**src/rtl/wb_interconnect_tag_nx1_arb.sv**
```systemverilog
// wb_interconnect_tag_nx1_arb
//
// Purpose:
//   This block merges N_INITIATORS Wishbone initiator ports, tags included,
//   onto one downstream initiator port that feeds a single shared target.
//   Arbitration is round-robin with a registered grant:
//     - While the arbiter is IDLE, it picks a winner from the ports that have
//       cyc asserted.
//     - On the next edge the winner owns the bus (BUSY).
//     - The winner keeps the bus for as long as its cyc stays high.
//   The request and response data paths are purely combinational.
//
// Ports:
//   clock, reset     sole clock; asynchronous active-high reset
//   t_*  (inputs)    per-port request fields, packed with port 0 in the LSBs
//   t_dat_r/t_tgd_r  read data and tag, broadcast to every port
//   t_ack/t_err      per-port responses; only the granted port sees them
//   i_*  (outputs)   muxed request toward the target
//   i_dat_r/i_tgd_r/i_ack/i_err  response from the target
module wb_interconnect_tag_nx1_arb #(
  parameter int ADR_WIDTH    = 32,
  parameter int DAT_WIDTH    = 32,
  parameter int TGA_WIDTH    = 4,
  parameter int TGD_WIDTH    = 4,
  parameter int TGC_WIDTH    = 4,
  parameter int N_INITIATORS = 2
) (
  input  logic                                  clock,
  input  logic                                  reset,
  // upstream (target-side) ports
  input  logic [N_INITIATORS*ADR_WIDTH-1:0]     t_adr,
  input  logic [N_INITIATORS*DAT_WIDTH-1:0]     t_dat_w,
  input  logic [N_INITIATORS*(DAT_WIDTH/8)-1:0] t_sel,
  input  logic [N_INITIATORS-1:0]               t_we,
  input  logic [N_INITIATORS-1:0]               t_cyc,
  input  logic [N_INITIATORS-1:0]               t_stb,
  input  logic [N_INITIATORS*TGA_WIDTH-1:0]     t_tga,
  input  logic [N_INITIATORS*TGC_WIDTH-1:0]     t_tgc,
  input  logic [N_INITIATORS*TGD_WIDTH-1:0]     t_tgd_w,
  output logic [N_INITIATORS*DAT_WIDTH-1:0]     t_dat_r,
  output logic [N_INITIATORS*TGD_WIDTH-1:0]     t_tgd_r,
  output logic [N_INITIATORS-1:0]               t_ack,
  output logic [N_INITIATORS-1:0]               t_err,
  // downstream (initiator-side) port
  output logic [ADR_WIDTH-1:0]                  i_adr,
  output logic [DAT_WIDTH-1:0]                  i_dat_w,
  output logic [DAT_WIDTH/8-1:0]                i_sel,
  output logic                                  i_we,
  output logic [TGA_WIDTH-1:0]                  i_tga,
  output logic [TGC_WIDTH-1:0]                  i_tgc,
  output logic [TGD_WIDTH-1:0]                  i_tgd_w,
  output logic                                  i_cyc,
  output logic                                  i_stb,
  input  logic [DAT_WIDTH-1:0]                  i_dat_r,
  input  logic [TGD_WIDTH-1:0]                  i_tgd_r,
  input  logic                                  i_ack,
  input  logic                                  i_err
);

  localparam int SEL_WIDTH = DAT_WIDTH / 8;
  localparam int GNT_WIDTH = (N_INITIATORS > 1) ? $clog2(N_INITIATORS) : 1;
  // One extra bit, so that last + k (which can reach 2N-1) never overflows
  // before the modulo step.
  localparam int SUM_WIDTH = GNT_WIDTH + 1;

  localparam logic [0:0] IDLE = 1'b0;
  localparam logic [0:0] BUSY = 1'b1;

  logic [0:0]           r_state;
  logic [GNT_WIDTH-1:0] r_gnt;
  logic [GNT_WIDTH-1:0] r_last;

  logic [GNT_WIDTH-1:0] w_winner;
  logic                 w_found;
  logic [SUM_WIDTH-1:0] w_sum;
  logic                 w_busy;

  // Per-port fields, unpacked so that the grant index can select them directly.
  logic [ADR_WIDTH-1:0] w_adr_arr   [N_INITIATORS];
  logic [DAT_WIDTH-1:0] w_dat_arr   [N_INITIATORS];
  logic [SEL_WIDTH-1:0] w_sel_arr   [N_INITIATORS];
  logic [TGA_WIDTH-1:0] w_tga_arr   [N_INITIATORS];
  logic [TGC_WIDTH-1:0] w_tgc_arr   [N_INITIATORS];
  logic [TGD_WIDTH-1:0] w_tgd_w_arr [N_INITIATORS];

  genvar gi;
  generate
    for (gi = 0; gi < N_INITIATORS; gi++) begin : g_port
      assign w_adr_arr[gi]   = t_adr[gi*ADR_WIDTH +: ADR_WIDTH];
      assign w_dat_arr[gi]   = t_dat_w[gi*DAT_WIDTH +: DAT_WIDTH];
      assign w_sel_arr[gi]   = t_sel[gi*SEL_WIDTH +: SEL_WIDTH];
      assign w_tga_arr[gi]   = t_tga[gi*TGA_WIDTH +: TGA_WIDTH];
      assign w_tgc_arr[gi]   = t_tgc[gi*TGC_WIDTH +: TGC_WIDTH];
      assign w_tgd_w_arr[gi] = t_tgd_w[gi*TGD_WIDTH +: TGD_WIDTH];

      // Read data and tag go to every port; ack and err go only to the owner.
      assign t_dat_r[gi*DAT_WIDTH +: DAT_WIDTH] = i_dat_r;
      assign t_tgd_r[gi*TGD_WIDTH +: TGD_WIDTH] = i_tgd_r;
      assign t_ack[gi] = w_busy && (r_gnt == GNT_WIDTH'(gi)) && i_ack;
      assign t_err[gi] = w_busy && (r_gnt == GNT_WIDTH'(gi)) && i_err;
    end
  endgenerate

  // Round-robin scan: test last+1, last+2, ..., last+N (mod N) in order.
  // The first port found with cyc set wins. The modulo is a single
  // conditional subtract, because the sum never reaches 2N. This means an
  // index >= N is never produced, even when N is not a power of two.
  always_comb begin
    w_winner = r_last;
    w_found  = 1'b0;
    w_sum    = '0;
    for (int k = 1; k <= N_INITIATORS; k++) begin
      w_sum = {1'b0, r_last} + SUM_WIDTH'(k);
      if (w_sum >= SUM_WIDTH'(N_INITIATORS)) begin
        w_sum = w_sum - SUM_WIDTH'(N_INITIATORS);
      end
      if (!w_found && t_cyc[w_sum[GNT_WIDTH-1:0]]) begin
        w_winner = w_sum[GNT_WIDTH-1:0];
        w_found  = 1'b1;
      end
    end
  end

  assign w_busy = (r_state == BUSY);

  // The request fields always follow port gnt. cyc and stb are gated by
  // BUSY, and BUSY clears asynchronously on reset. So a reset in the middle
  // of a cycle drops i_cyc at once, and no late ack can reach any port.
  assign i_adr   = w_adr_arr[r_gnt];
  assign i_dat_w = w_dat_arr[r_gnt];
  assign i_sel   = w_sel_arr[r_gnt];
  assign i_we    = t_we[r_gnt];
  assign i_tga   = w_tga_arr[r_gnt];
  assign i_tgc   = w_tgc_arr[r_gnt];
  assign i_tgd_w = w_tgd_w_arr[r_gnt];
  assign i_cyc   = w_busy && t_cyc[r_gnt];
  assign i_stb   = w_busy && t_stb[r_gnt];

  // Arbitration state. After reset, last points at the highest port, so
  // port 0 is the first one scanned. The grant is held until the owner
  // drops cyc. The drop always passes through IDLE, which costs one dead
  // cycle between owners.
  always_ff @(posedge clock or posedge reset) begin
    if (reset) begin
      r_state <= IDLE;
      r_gnt   <= '0;
      r_last  <= GNT_WIDTH'(N_INITIATORS - 1);
    end else begin
      case (r_state)
        IDLE: begin
          if (|t_cyc) begin
            r_gnt   <= w_winner;
            r_last  <= w_winner;
            r_state <= BUSY;
          end
        end
        BUSY: begin
          if (!t_cyc[r_gnt]) begin
            r_state <= IDLE;
          end
        end
        default: r_state <= IDLE;
      endcase
    end
  end

endmodule

```
**config.mk**
```make
export PLATFORM = sky130hd
export DESIGN_NAME = wb_interconnect_tag_nx1_arb
export DESIGN_NICKNAME = d
export VERILOG_FILES = /design/src/rtl/wb_interconnect_tag_nx1_arb.sv
export SDC_FILE = /design/constraint.sdc
export NUM_CORES = 1
export LEC_CHECK = 0
export ABC_AREA = 1
export BUFFER_PORTS_ARGS = -buffer_cell sky130_fd_sc_hd__buf_2
export CAP_MARGIN = 20
export CORE_AREA = 2 2 142 144
export DETAILED_ROUTE_END_ITERATION = 16
export DIE_AREA = 0 0 144 146
export GPL_ROUTABILITY_DRIVEN = 0
export GPL_TIMING_DRIVEN = 0
export PLACE_DENSITY = 0.38
export SLEW_MARGIN = 20
export SYNTH_ARGS = -nofsm -noshare
export SYNTH_HDL_FRONTEND = slang
export SYNTH_SLANG_ARGS = --single-unit
export TNS_END_PERCENT = 1
```
**constraint.sdc**
```tcl
create_clock -name clock -period 1.7 [get_ports clock]
set_input_delay 0.34 -clock clock [delete_from_list [all_inputs] [get_ports clock]]
set_output_delay 0.34 -clock clock [all_outputs]
set_load 0.01 [all_outputs]
```
* Word level (Yosys, flattened, before mapping)
Cells that the tools add are included.
Operators by class: $add $sub $neg 4, mux-type cells 36, reductions and logical operators 12, bitwise operators 3, $lt $le $gt $ge 6
Operators by type and width (number):
- 32-bit two-way mux | 6
- 4-bit two-way mux | 12
- 1-bit two-way mux | 17
- 1-bit logical AND | 9
- 2-bit greater-or-equal comparator (second input constant) | 3
- 1-bit by 2-bit < comparator with 1-bit output (second input constant) | 3
- 1-bit by 1-bit adder with 2-bit output (second input constant) | 1
- 1-bit by 2-bit adder with 2-bit output (second input constant) | 1
- 1-bit NOT | 2
- 1-bit NOT with 2-bit output | 1
- 1-bit case mux with 2 select lines | 1
- 2-bit AND reduction | 1
- 2-bit OR reduction | 1
- 1-bit subtractor (second input constant) | 2
- 1-bit zero test | 1
Word-level totals: output and inout bits 159, bits of input ports 206, register bits after elaboration 3, logic and storage cells 64

* Logic depth before layout (Yosys ltp)
word-level depth 9, gate-level depth with buffers 6, gate-level depth less buffers 4

* Worst setup path after synthesis
Ideal clock, no wire load.
path type reg-to-output, start point register r_gnt, end point output port i_stb, data required time 1.360 ns, data arrival time 0.928 ns, buffers on the path 2, cell stages (with the launch flop) 6, path slack 0.432 ns, cell sequence dfrtp_1 buf_4 inv_2 buf_6 nand2_1 a21oi_1
On the way: word-level cells in the longest chain between the ends 3
RTL lines:
- start, declared | RTL line 70 | logic [GNT_WIDTH-1:0] r_gnt;
- start signal, assigned | RTL line 152 | r_gnt <= w_winner;
- 1-bit two-way mux (not written as such) (2 in series) | RTL line 137 | assign i_stb = w_busy && t_stb[r_gnt];
- 1-bit logical AND | RTL line 137
- end, declared | RTL line 53 | output logic i_stb,
No other way between the ends. The select of a mux whose other input is x is not followed.

* Worst setup path in the final report
start point register r_gnt, end point output port i_dat_w[10]
On the way: word-level cells in the longest chain between the ends 4
RTL lines:
- 1-bit NOT with 2-bit output (not written as such) | RTL line 130 | assign i_dat_w = w_dat_arr[r_gnt];
- 32-bit two-way mux (not written as such) (3 in series) | RTL line 130
- end, declared | RTL line 46 | output logic [DAT_WIDTH-1:0] i_dat_w,
No other way between the ends. The select of a mux whose other input is x is not followed.

==> run_results.csv <==
group,metric,value,unit
global_routing,grt_max_degree,11,
cells_and_area,syn2layout_area_growth,131.2,%
worst_setup_path,critPathLaunchType,"flip-flop",
worst_setup_path,path_cells,"buf_6 > inv_8 > buf_12 > buf_6 > nand2_1 > nand2_1 > buf_2",
logic_synthesis,yosys_warnings,0,
worst_setup_path,path_max_fanout,10,
sta,hold_violations,0,
sta,finalWorstSetupSlack,0.006012,ns
floorplanning,die_h,146,um
detailed_routing,ant_nets,0,
global_routing,grt_remaining_overflow,0,
worst_setup_path,worstPathArrival,1.35,ns
place,dp_hpwl,9417,um
global_routing,antenna_found_initial,0,
sta,worst_slew_pin_slew,0.2942,ns
sta,finClkSkew,0.0001072,ns
clock_network,clk_latency,0.22,ns
place,place_area,3760,um2
detailed_routing,routedWlPerCell,11.11,um
cells_and_area,drive_gt1_share,63.58,%
run_status,outcome,"finished clean",
pwr,pwr-share-comb,88.9,%
clock_network,root_buffer,"clkbuf_16",
detailed_routing,vias,3212,
global_routing,grt_pass1_wl,15150,um
worst_setup_path,max_stage_delay,0.36,ns
sta,setup_violations,0,
logic_synthesis,yosysSeqAreaShare,4.272,%
floorplanning,die_w,144,um
floorplanning,rows,51,
worst_setup_path,cp-end-kind,"output pin",
clock_network,clock_path_buffers,2,
place,io_buffer_count,328,
sta,slew_violations,0,
sta,fin_crit_sh,99.65,%
clock_network,cts_tree,"yes",
floorplanning,core-area,19330,um2
logic_synthesis,synth_top_area_cell,"nand2_1",
detailed_routing,drc_errors,0,
clock_network,h-tree-depth,1,
cells_and_area,fin_nets,910,
cells_and_area,final-seq-area,76.32,um2
job,drv_cap,0,
sta,rsz0062_at_grt,"yes",
cells_and_area,mostFrequentLayoutCell,"buf_2",
floorplanning,start_util,9.241,%
pwr,p_int,2.391,mW
worst_setup_path,crit_path_top_delay_cell,"dfrtp_1",
detailed_routing,first_iter_violations,60,
logic_synthesis,synth.distinct_cells,13,
sta,period_needed,1.694,ns
logic_synthesis,synth.area.top_cells,"nand2_1 53%, buf_4 31%, buf_6 5.0%, dfrtp_1 2.8%, buf_2 2.5%",
pwr,p_sw_share,49.96,%
detailed_routing,firstDrtPassIters,4,
detailed_routing,viasPerCell,3.318,
logic_synthesis,synth_top_area_share,53.15,%
detailed_routing,wl,10750,um
pwr,power.share.clock,7.8,%
logic_synthesis,synth.cell_area,1787,um2
global_routing,grt_pass1_vias,3020,
pwr,p_leak,2.714,nW
hold_path,min_path_type,"in -> reg",
logic_synthesis,synth_fp_nets,570,
logic_synthesis,ys_ff_latch,3,
clock_network,cts.sinks,3,
pwr,p_switching,2.387,mW
cells_and_area,stdcell_area,4130,um2
cells_and_area,multi_input_comb_area,1051,um2
pwr,powerDensity,1157,nW/um2
cells_and_area,final_cell_mix,"321 x buf_2, 239 x nand2_1, 78 x buf_4",
cells_and_area,fillerInstances,2292,
worst_setup_path,worst_ep_required_time,1.36,ns
logic_synthesis,synthCells,364,
clock_network,clkTransAtPathRegs,0.03,ns
worst_setup_path,worstSetupPathType,"reg -> out",
sta,setup_tns,0,ns
floorplanning,die_area,21020,um2
sta,fmax,590.3,MHz
cells_and_area,antenna_cells,0,
sta,fin_hold_ws,0.3978,ns
logic_synthesis,avgSynthCellArea,4.909,um2
place,pre_cts_ws,0.1063,ns
pwr,peakVddDrop,469.5,uV
clock_network,cts_made_buffers,3,
sta,slew_headroom,80.39,%
pwr,pwr-share-seq,3.3,%
global_routing,grt.total_usage,9.183,%
floorplanning,ios,365,
## metrics by stage
stage                     total power [mW]  instances  util [%]
final                                4.778        968     21.36
after global routing                 5.297        968     21.36
after CTS                            4.591        966     20.54
after detailed placement             3.847        957     19.45
after global placement               3.888        957     19.45
after floorplan                      2.230        364         -
## cells by family (layout without fill, tap and decap cells)
logic type	count (synthesis)	count (layout)	share of synthesized area [%]
AO/OA/AOI/OAI	2	2	0.5597
buffers and inverters	96	435	39.50
flip-flops	3	3	4.272
AND/OR/NAND/NOR	263	263	55.67
## synth_stat cells
master	number
a21oi_1	1
buf_2	9
buf_4	73
buf_6	8
clkbuf_1	1
dfrtp_1	2
dfstp_2	1
inv_1	4
inv_2	1
nand2_1	253
nand3_1	6
nor2_1	4
o21ai_0	1
## registers in the layout, indices dropped and copies added (netlist names)
signal,cells
r_last,1
r_gnt,1
r_state,1
## worst max-delay path, delay by kind of cell, from the launching register on
kind	cells	cell delay, ns
buffers and inverters	5	0.62
flip-flops	1	0.36
AND/OR/NAND/NOR	2	0.13
## power groups by stage
stage / logic [mW] / clock network (mW) / registers [mW]
global route: 4.74 / 0.388 / 0.172
CTS: 4.05 / 0.379 / 0.163
detailed placement: 3.69 / 0 / 0.162
global placement: 3.73 / 0 / 0.162
finish: 4.25 / 0.372 / 0.159
floorplan: 2.10 / 0 / 0.134
## final cells by class
| cell class | count | share of cell area, % |
|---|---|---|
| well taps | 265 | 8.028 |
| flip-flops and latches | 3 | 1.848 |
| multi-input cells | 265 | 25.45 |
| repair buffers | 335 | 44.17 |
| inverters | 5 | 0.6362 |
| clock buffers | 4 | 1.909 |
| plain buffers | 91 | 17.96 |
## what timing repair did
action / in CTS / in global routing
buffers inserted: 2 / 2
gates resized for setup: 20 / 30
setup endpoints to repair: 64 / 82
pin swaps: 0 / 3
hold buffers: 1 / 0
cloned: 2 / 0
hold endpoints to repair: 2 / 0
## routing by layer
layer,vias up,GRT usage (%),share of wire (%),wire [um]
met5,-,0,0,0
li1,1686,-,-,-
met4,0,2.157,1.1,113
met2,195,19.02,55,5894
met1,1322,9.649,36,3855
met3,9,0.7897,8.3,888
## path summary, 6_finish.rpt
| kind | startpoint | to | slack (ns) | cells past startpoint |
|---|---|---|---|---|
| max | r_gnt | i_dat_w[10] | 0.006 | 7 |
| min | t_cyc[1] | r_last | 0.40 | 3 |
| max reg2reg | r_gnt | r_state | 0.64 | 6 |
| min reg2reg | r_last | r_last | 0.49 | 2 |
| max in group asynchronous | reset | r_last | 0.94 | 3 |
| min in group asynchronous | reset | r_state | 0.56 | 3 |
Note: power is estimated with default switching activity, not from simulation.
